[src/rtl/crossbar_arbiter.sv]
// N x N crossbar arbiter: each output grants one input for a whole packet,
// choosing among contending inputs round-robin from a per-output pointer.
module crossbar_arbiter #(
  parameter int N = 4,
  localparam int W = (N > 1) ? $clog2(N) : 1
) (
  input  logic           clk,
  input  logic           nreset,
  input  logic [N-1:0]   req_valid,
  input  logic [N*W-1:0] req_dest,
  input  logic [N-1:0]   req_last,
  output logic [N-1:0]   req_ready,
  input  logic [N-1:0]   out_ready,
  output logic [N-1:0]   out_valid,
  output logic [N*N-1:0] sel
);

  typedef enum logic {IDLE = 1'b0, BUSY = 1'b1} state_t;

  state_t         r_state [N];
  logic [N-1:0]   r_grant [N];
  logic [W-1:0]   r_ptr   [N];

  state_t         w_nextState [N];
  logic [N-1:0]   w_nextGrant [N];
  logic [W-1:0]   w_nextPtr   [N];
  logic [N-1:0]   w_cand      [N];
  logic [N-1:0]   w_inUse;
  logic [N-1:0]   w_xfer;
  logic [N-1:0]   w_lastXfer;

  // An input already owned by a busy output is never offered to another one.
  always_comb begin
    w_inUse = '0;
    for (int o = 0; o < N; o++) begin
      if (r_state[o] == BUSY) w_inUse = w_inUse | r_grant[o];
    end
    for (int o = 0; o < N; o++) begin
      for (int i = 0; i < N; i++) begin
        w_cand[o][i] = req_valid[i] && (req_dest[i*W +: W] == W'(o)) && !w_inUse[i];
      end
    end
  end

  always_comb begin
    out_valid  = '0;
    req_ready  = '0;
    sel        = '0;
    w_xfer     = '0;
    w_lastXfer = '0;
    for (int o = 0; o < N; o++) begin
      if (r_state[o] == BUSY) begin
        sel[o*N +: N] = r_grant[o];
        out_valid[o]  = |(r_grant[o] & req_valid);
        req_ready     = req_ready | (r_grant[o] & {N{out_ready[o]}});
        w_xfer[o]     = out_valid[o] & out_ready[o];
        w_lastXfer[o] = w_xfer[o] & (|(r_grant[o] & req_last));
      end
    end
  end

  always_comb begin : p_next
    logic found;
    int   idx;
    for (int o = 0; o < N; o++) begin
      w_nextState[o] = r_state[o];
      w_nextGrant[o] = r_grant[o];
      w_nextPtr[o]   = r_ptr[o];
      found          = 1'b0;
      idx            = 0;
      case (r_state[o])
        IDLE: begin
          // Scan candidates starting at the pointer, wrapping around.
          for (int j = 0; j < N; j++) begin
            idx = (int'(r_ptr[o]) + j) % N;
            for (int i = 0; i < N; i++) begin
              if (!found && (i == idx) && w_cand[o][i]) begin
                found          = 1'b1;
                w_nextGrant[o] = '0;
                w_nextGrant[o][i] = 1'b1;
              end
            end
          end
          if (found) w_nextState[o] = BUSY;
        end
        BUSY: begin
          if (w_lastXfer[o]) begin
            w_nextState[o] = IDLE;
            w_nextGrant[o] = '0;
            for (int i = 0; i < N; i++) begin
              if (r_grant[o][i]) w_nextPtr[o] = W'((i + 1) % N);
            end
          end
        end
        default: w_nextState[o] = IDLE;
      endcase
    end
  end

  always_ff @(posedge clk) begin
    if (!nreset) begin
      for (int o = 0; o < N; o++) begin
        r_state[o] <= IDLE;
        r_grant[o] <= '0;
        r_ptr[o]   <= '0;
      end
    end else begin
      for (int o = 0; o < N; o++) begin
        r_state[o] <= w_nextState[o];
        r_grant[o] <= w_nextGrant[o];
        r_ptr[o]   <= w_nextPtr[o];
      end
    end
  end

endmodule

[config.mk]
export PLATFORM = sky130hd
export DESIGN_NAME = crossbar_arbiter
export DESIGN_NICKNAME = d
export VERILOG_FILES = /design/src/rtl/crossbar_arbiter.sv
export SDC_FILE = /design/constraint.sdc
export NUM_CORES = 1
export LEC_CHECK = 0
export BUFFER_PORTS_ARGS = -buffer_cell sky130_fd_sc_hd__buf_4
export CAP_MARGIN = 20
export CORE_ASPECT_RATIO = 0.5
export CORE_UTILIZATION = 60
export DETAILED_ROUTE_END_ITERATION = 8
export PLACE_DENSITY = 0.9
export SETUP_SLACK_MARGIN = 0.1
export SYNTH_ARGS = -nofsm -noshare
export SYNTH_HDL_FRONTEND = slang
export SYNTH_SLANG_ARGS = --single-unit
[constraint.sdc]
create_clock -name clk -period 5.65 [get_ports clk]
set_clock_uncertainty 0.1 [all_clocks]
set_input_delay 1.13 -clock clk [delete_from_list [all_inputs] [get_ports clk]]
set_output_delay 1.13 -clock clk [all_outputs]
set_load 0.02 [all_outputs]
Yosys cells after proc, flatten, opt, wreduce, memory -nomap -nowiden
Memory sizes are Yosys's and may differ from the RTL's.
Cells that the tools add are included.
Storage, ports and cells
  word-level logic and storage cells: 658
  memories: 3
  input port bits: 22
  bits in writable memories: 28
  bits in registers: 0
Memories
  r_grant: depth 4, width 4, read ports 4, clocked after memory_dff 0, write ports 4, line 21  | logic [N-1:0] r_grant [N];
  r_ptr: depth 4, width 2, read ports 4, clocked after memory_dff 0, write ports 4, line 22  | logic [W-1:0] r_ptr [N];
  r_state: depth 4, width 1, read ports 4, clocked after memory_dff 0, write ports 4, line 20  | state_t r_state [N];
Operators by class
  $add $sub $neg: 12
  reductions and logical operators: 260
  bitwise operators: 54
  mux-type cells: 269
  equality and inequality tests: 60
Operator list (number)
  $logic_not 32->1: 16
  $mux 4: 83
  $logic_and 1x1->1: 156
  $mux 1: 150
  $eq 3x3->1 const A: 24
  $logic_not 1->1: 64
  $mux 2: 28
  $and 4x4->4: 12
  $eq 2x3->1 const A: 12
  $pmux 4 s2: 4
  $reduce_or 4->1: 8
  $or 4x4->4: 6
  $reduce_or 2->1: 12
  $add 2x2->2 const B: 8
  $eq 2x2->1 const A: 8
  $eq 2x2->1 const B: 8
  $and 1x1->1 const A: 12
  $or 1x1->1: 12
  $add 2x1->2 const B: 4
  $and 1x1->1: 8
  $eq 1x2->1 const A: 4
  $eq 2x1->1 const B: 4
  $logic_not 2->1: 4
  $pmux 1 s2: 4
  $not 1->1: 4

Logic depth before layout (Yosys ltp)
Gate-level depths: netlist (run 1).
  depth in word-level cells: 90
  gate-level depth with buffers: 8
  depth with buffers taken out: 6

Worst setup path before layout (run 1)
OpenSTA, ideal clock, no wires.
  path kind: in2out
  from: in req_valid[0]
  to: out out_valid[3]
  required time: 4.420 ns
  path slack: 2.709 ns
  stages: 3
  buffers on the path: 1
  arrival time: 1.711 ns
  cells stage by stage: buf_6 a22oi_1 a21oi_1
On the way
  word-level cells in the longest chain between the ends: 3
RTL lines
  start: declaration: line 9  | input logic [N-1:0] req_valid,
  $and 4x4->4: line 54  | out_valid[o] = |(r_grant[o] & req_valid);
  $reduce_or 4->1: line 54
  $mux 1: line 52  | if (r_state[o] == BUSY) begin
  end: declaration: line 14  | output logic [N-1:0] out_valid,
Every way passes these cells.

Worst setup path after layout (run 1)
  from: in out_ready[1]
  to: out req_ready[3]
On the way
  word-level cells in the longest chain between the ends: 7
RTL lines
  start: declaration: line 13  | input logic [N-1:0] out_ready,
  $and 4x4->4 (*): line 55  | req_ready = req_ready | (r_grant[o] & {N{out_ready[o]}});
  $or 4x4->4 (*): line 55
  $mux 4 (*): line 52
  $or 4x4->4: line 55
  $mux 4 (*): line 52
  $or 4x4->4: line 55
  $mux 4 (*): line 52
  end: declaration: line 12  | output logic [N-1:0] req_ready,
Every way passes the cells marked *; elsewhere a longest branch is shown, timed or not.

==> results.toml, run 1 <==
[sta]
setup_violations = 0
rsz0062_at_grt = "false"
setup-tns-final_ns = 0
finalMaxSlewViolations = 0
relSlewSlack_pct = 50.5
final.setup.worst_slack_ns = 2.52
fin_crit_sh_pct = 55.4
fmax_mhz = 319
worst_slew_pin_slew_ns = 0.741
hold_violations = 0
period_minus_slack_ns = 3.13

[clock_network]
clk_path_buf_depth = 2
root_buffer = "clkbuf_8"
cts_sinks = 28
cts_resized = 0
hold_buffers = 0
clkTransAtPathRegs_ns = 0.09
cts_max_level = 1
cts_made_buffers = 3
tritoncts = "done"
cts_setup_buffers = 0
clock_latency_ns = 0.27

[drt]
drt-total-wl_um = 6960
first_iter_violations = 322
drcViolationCount = 0
vias = 2641
post_drt_via_cell_ratio = 6.72
drt_first_pass_iters = 6
wl_per_cell_um = 17.7
ant_nets = 0

[synth]
synthCells = 308
synth_edf_count = 0
synth_ff_type = "dfxtp_1"
synthArstFlopShare_pct = 0
synth-seq-cells = 28
ys.warnings.count = 0
syn_nets = 330
synth.avg_cell_area_um2 = 7.61
ys_types = 62
synth_seq_area_share_pct = 23.9
syn_area_mm2 = 0.00234

[die]
start_util_pct = 65.4
io_pins = 46
dieHeight_um = 46.2
die-area_mm2 = 0.00418
rows = 15
die_x_um = 90.4
fp.coreArea_mm2 = 0.00358

[setup_path]
crit_arrival_ns = 1.90
crit_required_ns = 4.42
worstSetupPathType = "primary input to output pin"
critical_path_peak_fanout = 5
end_kind = "output pin"
start_kind = "primary input"

[global_routing]
grt_start_max_net_pins = 22
grt_pass1_wl_um = 10700
antenna_found_initial = 0
grt_usage_pct = 33.1
grt_overflow = 0
grt_pass1_vias = 2241

[cells_and_area]
fin_area_mm2 = 0.00268
diodes = 0
drive_gt1_share_pct = 21.1
stdcell_count = 393
syn_to_final_growth_pct = 14.1
final_cell_mix = "buf_4 (45), nor2_1 (39), dfxtp_1 (28)"
nets = 366
layout_commonest_cell = "buf_4"

[status]
outcome = "finished, final reports clean"

[pwr]
ir_drop_v = 0.0000999
powerDensity_mw_per_mm2 = 177
p_leak_nw = 1.05

[placed_design]
placedCellCount = 390
dpl.hpwl_um = 5250
numPortBuffers = 45
gp_congestion = 0.924
place_area_mm2 = 0.00264
dp_slack_ns = 2.52

[worst_hold_path]
hp-class = "flip-flop to flip-flop"

[job]
drv_cap = 0
## cell type report
| class | instances | area, um2 |
|---|---|---|
| multi-input cells | 253 | 1620 |
| clock buffers | 3 | 41.3 |
| inverters | 13 | 48.8 |
| fillers | 291 | 908 |
| repair buffers | 45 | 338 |
| flip-flops and latches | 28 | 561 |
| well taps | 51 | 63.8 |
## power breakdown
| part | internal [W] | switching [W] | total [W] |
|---|---|---|---|
| combinational | 0.0000568 | 0.0000724 | 0.000129 |
| clock | 0.0000480 | 0.0000611 | 0.000109 |
| sequential | 0.000207 | 0.0000278 | 0.000235 |
| total | 0.000312 | 0.000161 | 0.000473 |
## Yosys cell counts (all sizes together) (3+ instances only)
cell type,number,share of area [%]
dfxtp,28,24
nand4b,5,1.9
nand3,7,1.5
and2,18,5.1
o21ai,17,3.6
nor2b,9,2.4
a32o,4,1.7
nand2,27,4.3
a21boi,9,2.9
a22oi,25,9.1
a221o,3,1.3
a21oi,25,5.5
and4,3,1.2
nor2,41,6.8
nand4,8,2.1
clkbuf,5,1.3
buf,9,3.5
inv,13,2.1
o2bb2ai,4,1.5
or3,3,0.80
nor3,4,0.85
a22o,7,3.4
nor4,3,2.1
## through the flow
step | hold WS (ns) | total power, W | util (%)
floorplan | 0.385 | 0.000323 | -
global placement | 0.422 | 0.000359 | 73.5
detailed placement | 0.429 | 0.000363 | 73.5
CTS | 0.442 | 0.000469 | 74.7
global route | 0.461 | 0.000491 | 74.7
finish | 0.447 | 0.000473 | 74.7
## flip-flops by register name (all words and copies together) (netlist names)
signal and flops:
r_state 4, r_ptr 8, r_grant 16
## critical path, stage by stage
cell     delay (ns)
buf_4          0.13
a22o_1         0.22
a221o_1        0.26
buf_4          0.16
## routing by layer
layer  GRT usage, %  vias up  routed length (um)
met4           12.3        0                 171
li1               -     1228                   -
met3           6.44       21                 851
met5              0        -                   0
met2           54.8      182                3090
met1           44.2     1210                2840
## worst paths after layout
check                from       endpoint  slack [ns]  depth (start not counted)
max reg2reg    r_state[0]  r_grant[2][1]        3.29                          6
max          out_ready[1]   req_ready[3]        2.52                          4
min           r_ptr[1][0]    r_ptr[1][0]        0.45                          2
min reg2reg   r_ptr[1][0]    r_ptr[1][0]        0.45                          2
## cells by family after synthesis
| group | count (synthesis) | synth area share, % |
|---|---|---|
| buffers and inverters | 27 | 6.83 |
| and+or+nand+nor | 136 | 31.4 |
| AOI/OAI and AO/OA | 115 | 37.0 |
| muxes | 2 | 0.854 |
| DFF | 28 | 23.9 |
Note: power is estimated with default switching activity, not from simulation.
==> inputs of run 2 (changes only) <==
--- a/config.mk
+++ b/config.mk
@@ -8,9 +8,9 @@
 export BUFFER_PORTS_ARGS = -buffer_cell sky130_fd_sc_hd__buf_4
 export CAP_MARGIN = 20
 export CORE_ASPECT_RATIO = 0.5
-export CORE_UTILIZATION = 60
+export CORE_UTILIZATION = 50
 export DETAILED_ROUTE_END_ITERATION = 8
-export PLACE_DENSITY = 0.9
+export PLACE_DENSITY = 0.8
 export SETUP_SLACK_MARGIN = 0.1
 export SYNTH_ARGS = -nofsm -noshare
 export SYNTH_HDL_FRONTEND = slang
==> constraint.sdc (replaced) <==
create_clock -name clk -period 2.55 [get_ports clk]
set_clock_uncertainty 0.1 [all_clocks]
set_input_delay 0.51 -clock clk [delete_from_list [all_inputs] [get_ports clk]]
set_output_delay 0.51 -clock clk [all_outputs]
set_load 0.02 [all_outputs]
==> run 2 against run 1 <==
Total power rose by 120%. Cell count rose by 2.0%. Setup slack got worse by 2.3 ns. Cell area rose by 0.84%. Combinational power rose by 130%. Die area rose by 19%. Register-to-register slack got worse by 3.0 ns.
==> results.toml, run 2 (same netlist as run 1, synthesis figures left out) <==
[drt]
wl_per_cell_um = 18.3
vias = 2614
ant_nets = 0
drt-total-wl_um = 7320
drt_first_pass_iters = 5
post_drt_via_cell_ratio = 6.52
first_iter_violations = 322
drcViolationCount = 0

[sta]
hold_violations = 0
period_minus_slack_ns = 2.31
relSlewSlack_pct = 59.1
setup-tns-final_ns = 0
finalMaxSlewViolations = 0
worst_slew_pin_slew_ns = 0.612
rsz0062_at_grt = "false"
setup_violations = 0
timing.hold.ws_ns = 0.430
fmax_mhz = 434
fin_crit_sh_pct = 90.4

[setup_path]
crit_arrival_ns = 1.70
timing.rr.start = "r_state[3]"
worstSetupPathType = "flip-flop to output pin"
end_kind = "output pin"
critical_path_peak_fanout = 16
crit_required_ns = 1.94
cp-startpoint = "r_state[0]"
start_kind = "flip-flop"

[cells_and_area]
utilization_pct = 60.7
drive_gt1_share_pct = 21.5
largest_reg_flops = 16
diodes = 0
final_cell_mix = "buf_4 (47), nor2_1 (39), dfxtp_1 (28)"
syn_to_final_growth_pct = 15.1
largest_registers = "r_grant: 16 flops, r_ptr: 8 flops, r_state: 4 flops"
layout_commonest_cell = "buf_4"
largest-register = "r_grant"
nets = 368

[clock_network]
cts_setup_buffers = 0
clkTransAtPathRegs_ns = 0.09
root_buffer = "clkbuf_8"
hold_buffers = 0
cts_resized = 0
clock_latency_ns = 0.27
tritoncts = "done"
clk_path_buf_depth = 2
cts_sinks = 28
cts_max_level = 1
cts_made_buffers = 3

[pwr]
powerDensity_mw_per_mm2 = 388
p_comb_share_pct = 27.8
p_sw_w = 0.000354
clock_power_share_pct = 22.6
p_sw_share_pct = 33.8
ir_drop_v = 0.000221
pwr-share-seq_pct = 49.6
p_int_w = 0.000693
p_leak_nw = 1.06

[die]
fp.coreArea_mm2 = 0.00445
rows = 17
start_util_pct = 52.7
io_pins = 46
die-area_mm2 = 0.00498
die_x_um = 98.8
dieHeight_um = 50.4

[worst_hold_path]
hold_path_startpoint = "nreset"
hp-class = "primary input to flip-flop"

[placed_design]
gp_congestion = 0.948
dpl.hpwl_um = 5520
numPortBuffers = 45

[global_routing]
grt_pass1_wl_um = 11400
antenna_found_initial = 0
grt_usage_pct = 29.4
grt_start_max_net_pins = 17
grt_overflow = 0
grt_pass1_vias = 2307

[job]
drv_cap = 0

[status]
outcome = "finished, final reports clean"
## run 2: power groups by stage
| stage | Sequential (W) | Combinational, W | Clock, W |
|---|---|---|---|
| CTS | 0.000516 | 0.000285 | 0.000247 |
| detailed placement | 0.000526 | 0.000284 | 0 |
| finish | 0.000519 | 0.000291 | 0.000236 |
| global route | 0.000524 | 0.000315 | 0.000258 |
| floorplan | 0.000495 | 0.000220 | 0 |
| global placement | 0.000525 | 0.000276 | 0 |
## run 2: path summary, 6_finish.rpt
check,cells after the start,end,slack (ns)
setup reg to reg,6,r_grant[0][1],0.29
hold reg to reg,2,r_ptr[1][0],0.47
hold / removal,2,r_grant[0][1],0.43
setup / recovery,4,req_ready[2],0.24
## run 2: worst max-delay path, cell delays in order (launching register included)
cell and delay (ns):
dfxtp_1 0.49, and2_1 0.29, a22o_1 0.23, a221o_1 0.26, buf_4 0.16
## run 2: per-stage QoR
step | std cells | setup slack (ns) | area (um2) | total power (W)
after floorplan | 308 | 0.459 | 2340 | 0.000715
after global placement | 398 | 0.395 | 2660 | 0.000800
after detailed placement | 398 | 0.337 | 2660 | 0.000810
after CTS | 401 | 0.252 | 2700 | 0.00105
after global routing | 401 | 0.154 | 2700 | 0.00110
final | 401 | 0.244 | 2700 | 0.00105
## run 2: cell type report
| type | instances | area, um2 |
|---|---|---|
| Multi-Input combinational cell | 253 | 1620 |
| Fill cell | 407 | 1750 |
| Inverter | 13 | 48.8 |
| Sequential cell | 28 | 561 |
| Clock buffer | 3 | 41.3 |
| Tap cell | 57 | 71.3 |
| Timing Repair Buffer | 47 | 353 |
## run 2: metal layers
layer	track usage [%]	share of wire [%]	vias to the layer above
met5	0	0	-
met4	6.72	1.9	0
met3	3.90	9.4	14
met2	48.5	46	137
met1	41.0	42	1232
li1	-	-	1231
==> inputs of run 3 (changes only) <==
--- a/config.mk
+++ b/config.mk
@@ -11,6 +11,7 @@
 export CORE_UTILIZATION = 50
 export DETAILED_ROUTE_END_ITERATION = 8
 export PLACE_DENSITY = 0.8
+export RECOVER_POWER = 50
 export SETUP_SLACK_MARGIN = 0.1
 export SYNTH_ARGS = -nofsm -noshare
 export SYNTH_HDL_FRONTEND = slang
==> run 3 against run 2 <==
Clock-buffer cell count is the same. Non-clock buffer count unchanged. Sequential share of layout area is 0.11 points higher. Global-route usage is the same. Core utilization shrank 0.31 points. Via count rose by 1.4%. Critical path type unchanged. Critical endpoint unchanged. Largest cell class unchanged. Highest routed layer unchanged.
==> results.toml, run 3 (same netlist as run 1, synthesis figures left out) <==
[global_routing]
grt_start_max_net_pins = 17
grt_usage_pct = 29.4
grt_pass1_wl_um = 11400
grt_pass1_vias = 2307
antenna_found_initial = 0
grt_overflow = 0

[setup_path]
end_kind = "output pin"
slowest_delay_ns = 0.49
critical_path_peak_fanout = 16
start_kind = "flip-flop"
critPathSlowestCell = "dfxtp_1"
crit_required_ns = 1.94
crit_arrival_ns = 1.72
worstSetupPathType = "flip-flop to output pin"
critical_path.cell_chain = "and2_0 -> a22o_1 -> a221o_1 -> buf_4"

[sta]
fin_crit_sh_pct = 91.4
hold_violations = 0
relSlewSlack_pct = 57.7
final.setup.worst_slack_ns = 0.218
setup-tns-final_ns = 0
finalMaxSlewViolations = 0
period_minus_slack_ns = 2.33
fmax_mhz = 429
setup_violations = 0
rsz0062_at_grt = "false"
timing.hold.ws_ns = 0.430
worst_slew_pin_slew_ns = 0.634

[clock_network]
cts_resized = 0
hold_buffers = 0
root_buffer = "clkbuf_8"
cts_setup_buffers = 0
cts_sinks = 28
clock_latency_ns = 0.27
clk_path_buf_depth = 2
cts_made_buffers = 3
cts_max_level = 1
clkTransAtPathRegs_ns = 0.09
tritoncts = "done"

[die]
io_pins = 46
dieHeight_um = 50.4
rows = 17
die_x_um = 98.8
start_util_pct = 52.7
fp.coreArea_mm2 = 0.00445
die-area_mm2 = 0.00498

[drt]
post_drt_via_cell_ratio = 6.61
ant_nets = 0
drt-total-wl_um = 7380
drcViolationCount = 0
first_iter_violations = 369
wl_per_cell_um = 18.4
vias = 2650
drt_first_pass_iters = 5

[pwr]
ir_drop_v = 0.000222
powerDensity_mw_per_mm2 = 389
p_leak_nw = 1.04

[cells_and_area]
drive_gt1_share_pct = 20.1
largest_registers = "r_grant: 16 flops, r_ptr: 8 flops, r_state: 4 flops"
fillers = 409
syn_to_final_growth_pct = 14.5
layout_commonest_cell = "buf_4"
final_cell_mix = "buf_4 (44), nor2_1 (39), dfxtp_1 (28)"
diodes = 0
nets = 368
utilization_pct = 60.4
largest_reg_flops = 16
largest-register = "r_grant"

[placed_design]
gp_congestion = 0.948
dp_slack_ns = 0.337
dpl.hpwl_um = 5520
numPortBuffers = 45

[status]
outcome = "finished, final reports clean"

[job]
drv_cap = 0

[worst_hold_path]
hp-class = "primary input to flip-flop"
==> run 3: cell count changes in the layout (fill, tap and decap cells not counted), sizes merged <==
cell,before,now
buf,47,44
clkbuf,3,6
==> run 3: power breakdown <==
group / leakage, nW / switching (W) / internal [W]
Combinational: 0.787 / 0.000163 / 0.000125
Clock: 0.0216 / 0.000131 / 0.000106
Sequential: 0.228 / 0.0000614 / 0.000459
==> run 3: routing by layer <==
metal,up-vias,GRT usage (%),share of wire [%]
met4,0,6.72,1.8
met5,-,0,0
met1,1240,41.0,43
met3,14,3.90,9.6
met2,162,48.5,46
li1,1234,-,-
==> run 3: cell type report <==
type                            instances  area (um2)  area share [%]
Sequential cell                        28         561            20.9
Timing Repair Buffer                   47         342            12.7
Tap cell                               57        71.3            2.66
Inverter                               13        48.8            1.82
Clock buffer                            3        41.3            1.54
Multi-Input combinational cell        253        1620            60.4
==> run 3: through the flow <==
| stage | area (um2) | total power [W] | instances |
|---|---|---|---|
| CTS | 2700 | 0.00105 | 401 |
| global placement | 2660 | 0.000800 | 398 |
| floorplan | 2340 | 0.000715 | 308 |
| finish | 2690 | 0.00105 | 401 |
| detailed placement | 2660 | 0.000810 | 398 |
| global route | 2690 | 0.00109 | 401 |
==> run 3: worst paths after layout <==
path / startpoint / end / slack [ns] / cells after the start
min: nreset / r_grant[0][1] / 0.43 / 2
max: r_state[0] / req_ready[2] / 0.22 / 4
max reg2reg: r_state[3] / r_grant[0][1] / 0.28 / 6
min reg2reg: r_ptr[3][0] / r_ptr[3][0] / 0.46 / 2
==> run 3: critical path, delay by kind of cell, from the launching register on <==
family / cells / cell delay, ns
flops: 1 / 0.49
compound gates: 2 / 0.50
simple gates: 1 / 0.30
buf+inv: 1 / 0.16
